**config.mk**
```make
export PLATFORM = sky130hd
export DESIGN_NAME = mem_access_unit_flat
export DESIGN_NICKNAME = d
export VERILOG_FILES = /design/src/rtl/mem_access_unit_if.sv /design/src/rtl/mem_access_unit.sv /design/src/flat_wrapper.sv
export SDC_FILE = /design/constraint.sdc
export NUM_CORES = 1
export LEC_CHECK = 0
export CAP_MARGIN = 10
export CORE_MARGIN = 2
export CORE_UTILIZATION = 40
export DETAILED_ROUTE_END_ITERATION = 8
export DONT_BUFFER_PORTS = 1
export HOLD_SLACK_MARGIN = 0.02
export PLACE_DENSITY = 0.63
export SYNTH_ARGS = -nofsm -noshare
export SYNTH_HDL_FRONTEND = slang
export SYNTH_SLANG_ARGS = --single-unit
```
**constraint.sdc**
```tcl
create_clock -name clk -period 4.78 [get_ports clk]
set_input_delay 1.434 -clock clk [delete_from_list [all_inputs] [get_ports clk]]
set_output_delay 1.434 -clock clk [all_outputs]
set_load 0.01 [all_outputs]
```
**src/rtl/mem_access_unit_if.sv**
```systemverilog
// Bus bundle for mem_access_unit: pipeline request/response handshake,
// data-memory port, and the out-of-range fault pulse.
// slave  = the access unit itself; master = pipeline plus memory side.
interface mem_access_unit_if #(
  parameter int TAG_W = 3
);
  logic             req_valid;
  logic             req_ready;
  logic             req_we;
  logic [15:0]      req_addr;
  logic [15:0]      req_wdata;
  logic [TAG_W-1:0] req_tag;
  logic             resp_valid;
  logic [15:0]      resp_data;
  logic [TAG_W-1:0] resp_tag;
  logic [15:0]      mem_addr;
  logic [15:0]      mem_wd;
  logic             mem_we;
  logic [15:0]      mem_rd;
  logic             fault;

  modport slave (
    input  req_valid, req_we, req_addr, req_wdata, req_tag, mem_rd,
    output req_ready, resp_valid, resp_data, resp_tag,
           mem_addr, mem_wd, mem_we, fault
  );

  modport master (
    output req_valid, req_we, req_addr, req_wdata, req_tag, mem_rd,
    input  req_ready, resp_valid, resp_data, resp_tag,
           mem_addr, mem_wd, mem_we, fault
  );
endinterface

```
**src/rtl/mem_access_unit.sv**
```systemverilog
// mem_access_unit: memory-stage initiator for a 16-bit word-addressed data
// memory with one-cycle synchronous read latency. One request in flight.
// States: IDLE -> ISSUE -> (store) IDLE | (load) WAIT -> RESP.
// Optional feature: define MEM_ACCESS_BOUNDS_CHECK_EN to flag accesses with
// address >= DEPTH (fault pulse in ISSUE, store dropped, load returns 0).
module mem_access_unit #(
  parameter int DEPTH = 256,
  parameter int TAG_W = 3
) (
  input  logic              clk,
  input  logic              rst_n,
  mem_access_unit_if.slave  bus
);

`ifdef MEM_ACCESS_BOUNDS_CHECK_EN
  localparam bit BOUNDS_EN = 1'b1;
`else
  localparam bit BOUNDS_EN = 1'b0;
`endif

  localparam logic [16:0] DEPTH_L = 17'(DEPTH);

  typedef enum logic [1:0] {IDLE, ISSUE, WAIT, RESP} state_t;

  state_t           state_reg, state_next;
  logic [15:0]      addr_reg, wd_reg, resp_data_reg;
  logic             we_reg, is_store_reg, oob_reg;
  logic [TAG_W-1:0] tag_reg, resp_tag_reg;
  logic             ready;
  logic             accept;
  logic             req_oob;

  // Out-of-range detection on the incoming address; constant 0 when disabled.
  assign req_oob = BOUNDS_EN && ({1'b0, bus.req_addr} >= DEPTH_L);
  assign accept  = bus.req_valid && ready;

  // Next-state and ready decode; accepting in RESP chains straight into ISSUE.
  always_comb begin
    state_next = state_reg;
    ready      = 1'b0;
    case (state_reg)
      IDLE: begin
        ready = 1'b1;
        if (bus.req_valid) state_next = ISSUE;
      end
      ISSUE:   state_next = is_store_reg ? IDLE : WAIT;
      WAIT:    state_next = RESP;
      RESP: begin
        ready      = 1'b1;
        state_next = bus.req_valid ? ISSUE : IDLE;
      end
      default: state_next = IDLE;
    endcase
  end

  // State register.
  always_ff @(posedge clk or negedge rst_n) begin
    if (!rst_n) state_reg <= IDLE;
    else        state_reg <= state_next;
  end

  // Request latch, memory port drive, and load data capture at the end of WAIT.
  always_ff @(posedge clk or negedge rst_n) begin
    if (!rst_n) begin
      addr_reg      <= '0;
      wd_reg        <= '0;
      we_reg        <= 1'b0;
      is_store_reg  <= 1'b0;
      oob_reg       <= 1'b0;
      tag_reg       <= '0;
      resp_data_reg <= '0;
      resp_tag_reg  <= '0;
    end else begin
      // ISSUE always lasts exactly one cycle, so the write strobe self-clears.
      we_reg <= 1'b0;
      if (accept) begin
        addr_reg     <= bus.req_addr;
        wd_reg       <= bus.req_wdata;
        we_reg       <= bus.req_we && !req_oob;
        is_store_reg <= bus.req_we;
        oob_reg      <= req_oob;
        tag_reg      <= bus.req_tag;
      end
      if (state_reg == WAIT) begin
        resp_data_reg <= oob_reg ? 16'h0000 : bus.mem_rd;
        resp_tag_reg  <= tag_reg;
      end
    end
  end

  assign bus.req_ready  = ready;
  assign bus.resp_valid = (state_reg == RESP);
  assign bus.resp_data  = resp_data_reg;
  assign bus.resp_tag   = resp_tag_reg;
  assign bus.mem_addr   = addr_reg;
  assign bus.mem_wd     = wd_reg;
  assign bus.mem_we     = we_reg;
  assign bus.fault      = (state_reg == ISSUE) && oob_reg;

endmodule

```
**src/flat_wrapper.sv**
```systemverilog
// flat-port wrapper written by rule: the top's interface ports become plain ports
module mem_access_unit_flat 
#(
  parameter int DEPTH = 256,
  parameter int TAG_W = 3
)
  (clk, rst_n, bus_req_valid, bus_req_we, bus_req_addr, bus_req_wdata, bus_req_tag, bus_mem_rd, bus_req_ready, bus_resp_valid, bus_resp_data, bus_resp_tag, bus_mem_addr, bus_mem_wd, bus_mem_we, bus_fault);
  mem_access_unit_if #(.TAG_W(TAG_W)) bus_i ();
  input  logic clk;
  input  logic rst_n;
  input wire logic [$bits(bus_i.req_valid)-1:0] bus_req_valid;
  input wire logic [$bits(bus_i.req_we)-1:0] bus_req_we;
  input wire logic [$bits(bus_i.req_addr)-1:0] bus_req_addr;
  input wire logic [$bits(bus_i.req_wdata)-1:0] bus_req_wdata;
  input wire logic [$bits(bus_i.req_tag)-1:0] bus_req_tag;
  input wire logic [$bits(bus_i.mem_rd)-1:0] bus_mem_rd;
  output wire logic [$bits(bus_i.req_ready)-1:0] bus_req_ready;
  output wire logic [$bits(bus_i.resp_valid)-1:0] bus_resp_valid;
  output wire logic [$bits(bus_i.resp_data)-1:0] bus_resp_data;
  output wire logic [$bits(bus_i.resp_tag)-1:0] bus_resp_tag;
  output wire logic [$bits(bus_i.mem_addr)-1:0] bus_mem_addr;
  output wire logic [$bits(bus_i.mem_wd)-1:0] bus_mem_wd;
  output wire logic [$bits(bus_i.mem_we)-1:0] bus_mem_we;
  output wire logic [$bits(bus_i.fault)-1:0] bus_fault;
  assign bus_i.req_valid = bus_req_valid;
  assign bus_i.req_we = bus_req_we;
  assign bus_i.req_addr = bus_req_addr;
  assign bus_i.req_wdata = bus_req_wdata;
  assign bus_i.req_tag = bus_req_tag;
  assign bus_i.mem_rd = bus_mem_rd;
  assign bus_req_ready = bus_i.req_ready;
  assign bus_resp_valid = bus_i.resp_valid;
  assign bus_resp_data = bus_i.resp_data;
  assign bus_resp_tag = bus_i.resp_tag;
  assign bus_mem_addr = bus_i.mem_addr;
  assign bus_mem_wd = bus_i.mem_wd;
  assign bus_mem_we = bus_i.mem_we;
  assign bus_fault = bus_i.fault;
  mem_access_unit #(.DEPTH(DEPTH), .TAG_W(TAG_W)) u_core (.clk(clk), .rst_n(rst_n), .bus(bus_i));
endmodule
```
### Yosys cells after proc, flatten, opt, wreduce, memory -nomap -nowiden

Cells that the tools add are included.

* equal/unequal tests: 4
* muxes and demuxes: 6
* reduce and logical (&&, ||, !) cells: 3

Operator list (number)
* $pmux 2 s4: 1
* $eq 2x2->1 const B: 2
* $mux 2: 2
* $mux 1: 3
* $eq 2x1->1 const B: 1
* $logic_not 2->1: 1
* $ne 2x2->1 const B: 1
* $reduce_or 2->1: 1
* $logic_and 1x1->1: 1

* register bits after elaboration: 58
* output and inout port bits: 55
* word-level logic and storage cells: 21

### Depth between registers and ports, before layout

Gate-level depths: netlist (run 1).

* word-level depth: 5
* mapped depth: 6
* mapped depth without buffers: 5

### Least setup slack after synthesis (run 1)

No wires, ideal clock.

* kind: reg-to-output
* from: reg u_core.state_reg[0]
* to: out bus_req_ready
* arrival: 944 ps
* slack: 2402 ps
* stages on the path, launching flop included: 4
* path buffers: 0
* cells stage by stage: dfrtp_1 > inv_1 > ha_1 > inv_1

* longest elaborated chain between the ends: 3
* elaborated cells between the ends (all ways): 4
* classes of those cells: eq/ne: 1; mux: 1; reduce/logical: 2

Ends and longest elaborated chain
* from (decl): line mem_access_unit.sv:25 `state_t state_reg, state_next;`
* from (signal assigned): line mem_access_unit.sv:59 `else state_reg <= state_next;`
* $eq 2x2->1 or $logic_not 2->1 (tied branches): line mem_access_unit.sv:41 `case (state_reg)`
* $reduce_or 2->1 (no source line) *
* $mux 1 *: line mem_access_unit.sv:41
* to (decl): line flat_wrapper.sv:17 `output wire logic [$bits(bus_i.req_ready)-1:0] bus_req_ready;`

Mark *: on every way between the ends. The rest lies on a longest branch, timed or not.

### Final worst setup path (run 1)

Same ends and word-level chain as after synthesis.

==> results of run 1 <==
==> cell families (layout without fill, tap and decap cells) <==
logic type / Yosys count / count (layout) / share of synthesized area, %
AO/OA/AOI/OAI: 2 / 2 / 0.565
adder cells (fa/ha/maj): 5 / 5 / 2.57
buffers and inverters: 11 / 21 / 4.72
flip-flops: 58 / 58 / 59.5
multiplexers: 55 / 55 / 29.9
other: 1 / 1 / 0.154
AND/OR/NAND/NOR: 8 / 8 / 2.57
==> worst min-delay path by stage <==
| stage | from | to | slack (ns) | depth (start not counted) |
|---|---|---|---|---|
| after floorplan | u_core.is_store_reg$_DFFE_PN0P_ | flop | 0.42 | 1 |
| after global placement | u_core.is_store_reg$_DFFE_PN0P_ | flop | 0.45 | 1 |
| after detailed placement | u_core.is_store_reg$_DFFE_PN0P_ | flop | 0.46 | 1 |
| after CTS | u_core.is_store_reg$_DFFE_PN0P_ | flop | 0.48 | 1 |
| after global routing | u_core.is_store_reg$_DFFE_PN0P_ | flop | 0.52 | 1 |
| final | u_core.is_store_reg$_DFFE_PN0P_ | flop | 0.47 | 1 |
==> placed cells by master (no fill, tap or decap), drive strengths merged <==
master	synthesis	routed
o41ai	1	1
nor2b	1	1
ha	5	5
buf	7	1
mux2	55	55
inv	4	4
clkinv	0	2
clkbuf	0	14
nor4b	1	1
dfrtp	58	58
nor4	2	2
nor3b	1	1
o21ai	1	1
conb	1	1
and2b	1	1
nor3	1	1
and2	1	1
==> per-stage QoR <==
stage	setup WS [ns]	util (%)	power [uW]
CTS	1.94	44.3	2060
detailed placement	2.19	41.2	1640
floorplan	2.40	-	1580
global placement	2.23	41.2	1600
global route	1.87	44.3	2150
finish	1.96	44.3	2020
==> report_power, final <==
| part | internal, uW | switching, uW | total (uW) |
|---|---|---|---|
| logic | 387 | 205 | 591 |
| registers | 745 | 286 | 1030 |
| clock network | 229 | 172 | 401 |
| total | 1360 | 663 | 2020 |
==> final cells by class <==
type	instances	area (um^2)
inverters	4	15.0
well taps	75	93.8
repair buffers	1	7.51
flip-flops and latches	58	1450
clock inverters	2	10.0
fillers	538	3300
clock buffers	14	173
multi-input cells	71	871
==> critical path, cell delays in order (launching register included) <==
cell,delay (ns)
dfrtp_1,0.43
inv_1,0.15
ha_1,0.37
inv_1,0.12
==> layer usage <==
layer | global-route usage (%) | routed length [um] | vias up | part of all wire (%)
met5 | 0 | 0 | - | 0
met4 | 9.00 | 114 | 0 | 2.6
met3 | 3.74 | 276 | 8 | 6.4
met2 | 22.8 | 2460 | 46 | 57
met1 | 13.6 | 1480 | 597 | 34
li1 | - | - | 492 | -
==> impl_metrics.env, run 1 <==
export IMPL_cp_startpoint="u_core.state_reg[0]$_DFFE_PN0P_"
export IMPL_synth_top_cell_area_share_pct=59.5
export IMPL_final_setup_skew_ns=0.00759
export IMPL_cts_tree="built"
export IMPL_async_reset_ff_share_pct=100
export IMPL_final_nets=205
export IMPL_synthTopCellsByArea="dfrtp_1, mux2_4, mux2_2"
export IMPL_rsz0062_at_grt="false"
export IMPL_yosys_area_top_type="dfrtp_1"
export IMPL_fp_dieArea_um2=6730
export IMPL_grt_pass1_vias=1236
export IMPL_cts_hold_buf=0
export IMPL_critPathArrivalTime_ns=1.39
export IMPL_die_h_um=82.1
export IMPL_ir_worst_vdd_v=0.000366
export IMPL_track_usage_pct=13.1
export IMPL_reg2reg_setup_slack_ns=2.68
export IMPL_critical_path_required_ns=3.35
export IMPL_via_count=1143
export IMPL_r2r_start="u_core.state_reg[0]$_DFFE_PN0P_"
export IMPL_grt_pass1_wl_um=6330
export IMPL_synthTopCellsByCount="dfrtp_1, mux2_4, mux2_2, ha_1"
export IMPL_powerDensity_nw_per_um2=772
export IMPL_grt_start_max_net_pins=59
export IMPL_cts_sinks=58
export IMPL_dpl_hpwl_um=3050
export IMPL_max_cap_violations=0
export IMPL_yosysWarnings=0
export IMPL_fmax_mhz=354
export IMPL_final_area_um2=2620
export IMPL_status="finished, final reports clean"
export IMPL_worstHoldPathType="flop to flop"
export IMPL_ios=110
export IMPL_instances_no_fill=225
export IMPL_synthesis_nets=200
export IMPL_dp_cells=209
export IMPL_drive_gt1_share_pct=48.0
export IMPL_netlist_instances=140
export IMPL_final_setup_viol_count=0
export IMPL_worst_path_max_fanout=7
export IMPL_synth_cell_types=18
export IMPL_cp_endpoint="bus_req_ready"
export IMPL_critPathLaunchType="flop"
export IMPL_maxSlewHeadroom_pct=45.7
export IMPL_cts_root_buffer="clkbuf_8"
export IMPL_layout_min_cycle_time_ns=2.82
export IMPL_reg2reg_to="u_core.bus.mem_wd[15]$_DFFE_PN0P_"
export IMPL_htree_levels=3
export IMPL_synth_area_um2=2440
export IMPL_ys_ff_latch=58
export IMPL_synth_top_flop_cell="dfrtp_1"
export IMPL_viasPerCell=5.08
export IMPL_drt_iter0_markers=40
export IMPL_r2r_cells=5
export IMPL_overflow=0
export IMPL_synth_edf_count=0
export IMPL_finalMaxSlewViolations=0
export IMPL_portBuffers=0
export IMPL_synth_most_common_cell="dfrtp_1"
export IMPL_path_clk_slew_ns=0.06
export IMPL_cts_path_max_buffers=2
export IMPL_setup_tns_ns=0
export IMPL_synth_avg_cell_area_um2=17.4
export IMPL_antenna_found_initial=0
export IMPL_place_gp_congestion=0.619
export IMPL_routedWlPerCell_um=19.3
export IMPL_finalHoldViolations=0
export IMPL_die_w_um=82.1
export IMPL_post_cts_buffers=0
export IMPL_placed_area_um2=2440
export IMPL_holdWs_ns=0.467
export IMPL_leakagePower_uw=0.00119
export IMPL_end_kind="primary output"
export IMPL_drc=0
export IMPL_path_class="flop to primary output"
export IMPL_syn_to_final_growth_pct=7.55
export IMPL_drtPass1Iterations=4
export IMPL_fin_crit_sh_pct=59.0
export IMPL_initial_core_util_pct=41.2
export IMPL_synth_seq_area_share_pct=59.5
export IMPL_core_um2=5920
export IMPL_routed_wl_um=4330
export IMPL_worstMarginPinSlew_ns=0.814
export IMPL_cts_made_buffers=9
export IMPL_insertion_delay_ns=0.32
export IMPL_antenna_cells=0
export IMPL_ant_nets=0
export IMPL_post_cts_resized=0
export IMPL_num_rows=28
Note: power is estimated with default switching activity, not from simulation.
==> run 2: changes to the inputs <==
==> constraint.sdc (replaced) <==
create_clock -name clk -period 2.9 [get_ports clk]
set_input_delay 0.87 -clock clk [delete_from_list [all_inputs] [get_ports clk]]
set_output_delay 0.87 -clock clk [all_outputs]
set_load 0.01 [all_outputs]
==> run 2 against run 1 <==
Net effect:
- hold slack lost 0.23 ns
- power grew 63%
- non-clock buffer count is the same
- first-iteration DRC count grew 20%
- clock power grew 54%
- sequential share of layout area grew 0.40 points
==> impl_metrics.env, run 2 (synthesized netlist as in run 1, its figures left out) <==
export IMPL_cts_tree="built"
export IMPL_ios=110
export IMPL_die_h_um=82.1
export IMPL_timing_critical_path_buf_inv=2
export IMPL_cts_root_buffer="clkbuf_8"
export IMPL_maxSlewHeadroom_pct=46.3
export IMPL_critPathTopFamily="flip-flops"
export IMPL_place_gp_congestion=0.611
export IMPL_num_rows=28
export IMPL_drtPass1Iterations=4
export IMPL_cts_path_max_buffers=2
export IMPL_viasPerCell=5.15
export IMPL_post_cts_buffers=0
export IMPL_post_cts_resized=0
export IMPL_cts_sinks=58
export IMPL_syn_to_final_growth_pct=6.78
export IMPL_combPwrFrac_pct=29.6
export IMPL_dpl_hpwl_um=3060
export IMPL_path_clk_slew_ns=0.06
export IMPL_finalHoldViolations=0
export IMPL_worstMarginPinSlew_ns=0.805
export IMPL_worst_path_max_fanout=7
export IMPL_layout_min_cycle_time_ns=2.27
export IMPL_grt_start_max_net_pins=59
export IMPL_final_nets=205
export IMPL_p_int_uw=2200
export IMPL_final_setup_skew_ns=0.00423
export IMPL_ant_nets=0
export IMPL_p_seq_share_pct=51.7
export IMPL_track_usage_pct=13.2
export IMPL_grt_pass1_vias=1241
export IMPL_path_class="flop to primary output"
export IMPL_routed_wl_um=4390
export IMPL_antenna_cells=0
export IMPL_insertion_delay_ns=0.32
export IMPL_drt_iter0_markers=48
export IMPL_fillers=534
export IMPL_rsz0062_at_grt="false"
export IMPL_clockPowerShare_pct=18.7
export IMPL_powerDensity_nw_per_um2=1270
export IMPL_fp_dieArea_um2=6730
export IMPL_report_power_total_uw=3290
export IMPL_status="finished, final reports clean"
export IMPL_setup_tns_ns=0
export IMPL_sw_frac_of_total_pct=33.3
export IMPL_critical_path_required_ns=2.03
export IMPL_cp_cell_sequence="inv_1, ha_1, inv_1"
export IMPL_max_cap_violations=0
export IMPL_finalMaxSlewViolations=0
export IMPL_final_setup_viol_count=0
export IMPL_routedWlPerCell_um=19.5
export IMPL_critPathLaunchType="flop"
export IMPL_ir_worst_vdd_v=0.000558
export IMPL_htree_levels=3
export IMPL_cts_made_buffers=9
export IMPL_leakagePower_uw=0.00118
export IMPL_crit_path_top_delay_cell="dfrtp_1"
export IMPL_cts_hold_buf=0
export IMPL_worstHoldPathType="input pin to async pin"
export IMPL_initial_core_util_pct=41.2
export IMPL_layout_common_cells="dfrtp_1, mux2_4, mux2_2"
export IMPL_drive_gt1_share_pct=47.3
export IMPL_antenna_found_initial=0
export IMPL_end_kind="primary output"
export IMPL_core_um2=5920
export IMPL_max_stage_delay_ns=0.43
export IMPL_overflow=0
export IMPL_grt_pass1_wl_um=6390
export IMPL_drc=0
export IMPL_layout_commonest_cell="dfrtp_1"
export IMPL_portBuffers=0
export IMPL_crit_path_frequent_cell="inv_1"
export IMPL_fin_crit_sh_pct=78.4
export IMPL_via_count=1159
export IMPL_critPathArrivalTime_ns=1.40
export IMPL_fmax_mhz=440
export IMPL_net_switching_power_uw=1100
export IMPL_die_w_um=82.1
-- run 2: cell count changes in the layout (fill, tap and decap cells not counted) --
cell,before,now
clkbuf_8,12,10
clkbuf_1,2,3
clkinv_2,2,3
-- run 2: layout make-up --
cell class,count,area [um^2],area share [%]
sequential,58,1450,55.8
clock inverter,3,15.0,0.577
tap,75,93.8,3.61
clock buffer,13,149,5.72
inverter,4,15.0,0.577
timing repair buffer,1,7.51,0.288
multi-input combinational,71,871,33.5
-- run 2: routing by layer --
metal  up-vias  wire length, um  GRT usage, %
li1        495                -             -
met4         0              113          9.00
met5         -                0             0
met3        11              300          4.29
met2        42             2470          22.7
met1       611             1510          13.7
-- run 2: stage by stage --
| stage | setup WS, ns | instance area, um^2 | hold slack [ns] | std cells | utilization (%) |
|---|---|---|---|---|---|
| 2_1_floorplan | 1.09 | 2440 | 0.425 | 140 | - |
| 3_3_place_gp | 0.900 | 2440 | 0.457 | 209 | 41.2 |
| 3_5_place_dp | 0.779 | 2440 | 0.474 | 209 | 41.2 |
| 4_1_cts | 0.613 | 2600 | 0.221 | 225 | 44.0 |
| 5_1_grt | 0.549 | 2600 | 0.214 | 225 | 44.0 |
| 6_report | 0.627 | 2600 | 0.237 | 225 | 44.0 |
-- run 2: path summary, 6_finish.rpt --
| kind | startpoint | end | slack (ns) | depth (start not counted) |
|---|---|---|---|---|
| max | u_core.state_reg[0]$_DFFE_PN0P_ | bus_req_ready | 0.63 | 3 |
| min | rst_n | u_core.bus.mem_wd[9]$_DFFE_PN0P_ | 0.24 | 0 |
| max reg2reg | u_core.state_reg[0]$_DFFE_PN0P_ | u_core.bus.mem_addr[15]$_DFFE_PN0P_ | 0.78 | 5 |
| min reg2reg | u_core.is_store_reg$_DFFE_PN0P_ | flop | 0.49 | 1 |
| max in group asynchronous | rst_n | u_core.bus.mem_wd[3]$_DFFE_PN0P_ | 2.56 | 0 |
| min in group clk | u_core.is_store_reg$_DFFE_PN0P_ | flop | 0.49 | 1 |
-- run 2: power by group through the flow --
stage	logic, uW	clock network [uW]	registers, uW
6_report	974	616	1700
5_1_grt	1060	677	1750
4_1_cts	991	641	1720
3_5_place_dp	983	0	1720
3_3_place_gp	930	0	1710
2_1_floorplan	983	0	1620
==> run 3: changes to the inputs <==
--- a/config.mk
+++ b/config.mk
@@ -11,7 +11,7 @@
 export DETAILED_ROUTE_END_ITERATION = 8
 export DONT_BUFFER_PORTS = 1
 export HOLD_SLACK_MARGIN = 0.02
-export PLACE_DENSITY = 0.63
+export PLACE_DENSITY = 0.65
 export SYNTH_ARGS = -nofsm -noshare
 export SYNTH_HDL_FRONTEND = slang
 export SYNTH_SLANG_ARGS = --single-unit
==> constraint.sdc (replaced) <==
create_clock -name clk -period 1.9 [get_ports clk]
set_input_delay 0.57 -clock clk [delete_from_list [all_inputs] [get_ports clk]]
set_output_delay 0.57 -clock clk [all_outputs]
set_load 0.01 [all_outputs]
==> run 3 against run 2 <==
Net effect:
- the flow now finishes with violations (hold timing)
- utilization up 1.2 points
- hold slack worse by 0.30 ns
- sequential share of layout area down 1.5 points
- worst setup slack worse by 0.56 ns
==> impl_metrics.env, run 3 (synthesized netlist as in run 1, its figures left out) <==
export IMPL_clockPowerShare_pct=20.2
export IMPL_p_seq_share_pct=49.3
export IMPL_die_h_um=82.1
export IMPL_fmax_mhz=546
export IMPL_antenna_cells=0
export IMPL_drtPass1Iterations=4
export IMPL_cts_root_buffer="clkbuf_8"
export IMPL_routed_wl_um=4600
export IMPL_antenna_found_initial=0
export IMPL_path_class="flop to primary output"
export IMPL_final_nets=210
export IMPL_status="complete, but fails checks"
export IMPL_overflow=0
export IMPL_p_int_uw=3520
export IMPL_drc=0
export IMPL_final_setup_skew_ns=0.00415
export IMPL_cts_tree="built"
export IMPL_powerDensity_nw_per_um2=1970
export IMPL_drive_gt1_share_pct=51.0
export IMPL_worst_path_max_fanout=5
export IMPL_critPathTopFamily="flip-flops"
export IMPL_final_setup_viol_count=0
export IMPL_layout_min_cycle_time_ns=1.83
export IMPL_layout_commonest_cell="dfrtp_1"
export IMPL_reg2reg_setup_slack_ns=0.13
export IMPL_die_w_um=82.1
export IMPL_dpl_hpwl_um=3320
export IMPL_finalMaxSlewViolations=0
export IMPL_grt_pass1_wl_um=6600
export IMPL_core_um2=5920
export IMPL_cp_cell_sequence="inv_1, ha_1, inv_2"
export IMPL_drt_iter0_markers=40
export IMPL_track_usage_pct=14.0
export IMPL_grtUsageMet1_pct=13.1
export IMPL_cts_made_buffers=9
export IMPL_cts_path_max_buffers=2
export IMPL_insertion_delay_ns=0.32
export IMPL_globalRoute_busiestLayer="met2"
export IMPL_cts_sinks=58
export IMPL_sw_frac_of_total_pct=33.2
export IMPL_ios=110
export IMPL_critPathLaunchType="flop"
export IMPL_grt_pass1_vias=1292
export IMPL_fin_crit_sh_pct=96.4
export IMPL_grtUsageMet2_pct=25.4
export IMPL_crit_path_top_delay_cell="dfrtp_1"
export IMPL_portBuffers=0
export IMPL_net_switching_power_uw=1750
export IMPL_worstHoldPathType="input pin to async pin"
export IMPL_fp_dieArea_um2=6730
export IMPL_grt_start_max_net_pins=59
export IMPL_routedWlPerCell_um=20.0
export IMPL_combPwrFrac_pct=30.6
export IMPL_end_kind="primary output"
export IMPL_timing_critical_path_buf_inv=2
export IMPL_critical_path_required_ns=1.33
export IMPL_leakagePower_uw=0.00121
export IMPL_holdWs_ns=-0.0631
export IMPL_ant_nets=0
export IMPL_setup_ws_ns=0.0691
export IMPL_max_stage_delay_ns=0.40
export IMPL_initial_core_util_pct=41.2
export IMPL_finalHoldViolations=58
export IMPL_ir_worst_vdd_v=0.000885
export IMPL_viasPerCell=5.11
export IMPL_max_cap_violations=0
export IMPL_place_gp_congestion=0.659
export IMPL_layout_common_cells="dfrtp_1, mux2_4, mux2_2"
export IMPL_num_rows=28
export IMPL_path_clk_slew_ns=0.06
export IMPL_violations="hold timing"
export IMPL_grt_util_met3_pct=3.96
export IMPL_htree_levels=3
export IMPL_critPathArrivalTime_ns=1.26
export IMPL_syn_to_final_growth_pct=9.70
export IMPL_pre_cts_ws_ns=0.125
export IMPL_via_count=1176
run 3: routing by layer:
| layer | share of wire [%] | vias to the layer above |
|---|---|---|
| met4 | 3.0 | 0 |
| met5 | 0 | - |
| met2 | 58 | 41 |
| li1 | - | 505 |
| met1 | 33 | 617 |
| met3 | 5.4 | 13 |
run 3: power groups by stage:
stage | logic (uW) | registers [uW] | clock network (uW)
floorplan | 1500 | 2470 | 0
detailed placement | 1580 | 2640 | 0
global placement | 1460 | 2610 | 0
global route | 1730 | 2670 | 1140
finish | 1610 | 2590 | 1060
CTS | 1580 | 2620 | 1100
run 3: per-stage QoR:
step	cell area (um^2)	setup TNS [ns]	instances	utilization, %	power (uW)
finish	2670	0	230	45.2	5270
global route	2670	-0.000379	230	45.2	5540
global placement	2470	0	211	41.7	4070
detailed placement	2470	0	211	41.7	4210
floorplan	2440	0	140	-	3970
CTS	2650	0	227	44.8	5300
run 3: path summary, 6_finish.rpt:
check                                                     start                                   to  cells after the start
worst max-delay path                                       flop                        bus_req_ready                      3
worst min-delay path                                      rst_n    u_core.bus.mem_wd[13]$_DFFE_PN0P_                      0
worst max register to register                             flop  u_core.bus.mem_addr[15]$_DFFE_PN0P_                      5
worst min register to register  u_core.is_store_reg$_DFFE_PN0P_                                 flop                      1
max in group asynchronous                                 rst_n   u_core.bus.mem_addr[9]$_DFFE_PN0P_                      0
min in group clk                                     bus_req_we          u_core.bus.mem_we$_DFF_PN0_                      1
run 3: cell type report:
cell class / instances / area, um^2
well taps: 75 / 93.8
clock buffers: 10 / 128
clock inverters: 6 / 57.6
multi-input cells: 71 / 871
flip-flops and latches: 58 / 1450
repair buffers: 6 / 57.6
inverters: 4 / 15.0
fillers: 530 / 3250
run 3: repair_timing:
action                                  in CTS  in global routing
setup buffers                                0                  3
endpoints found under the setup margin       0                  1
endpoints found under the hold margin       58                 58
gates resized for setup                      0                  1
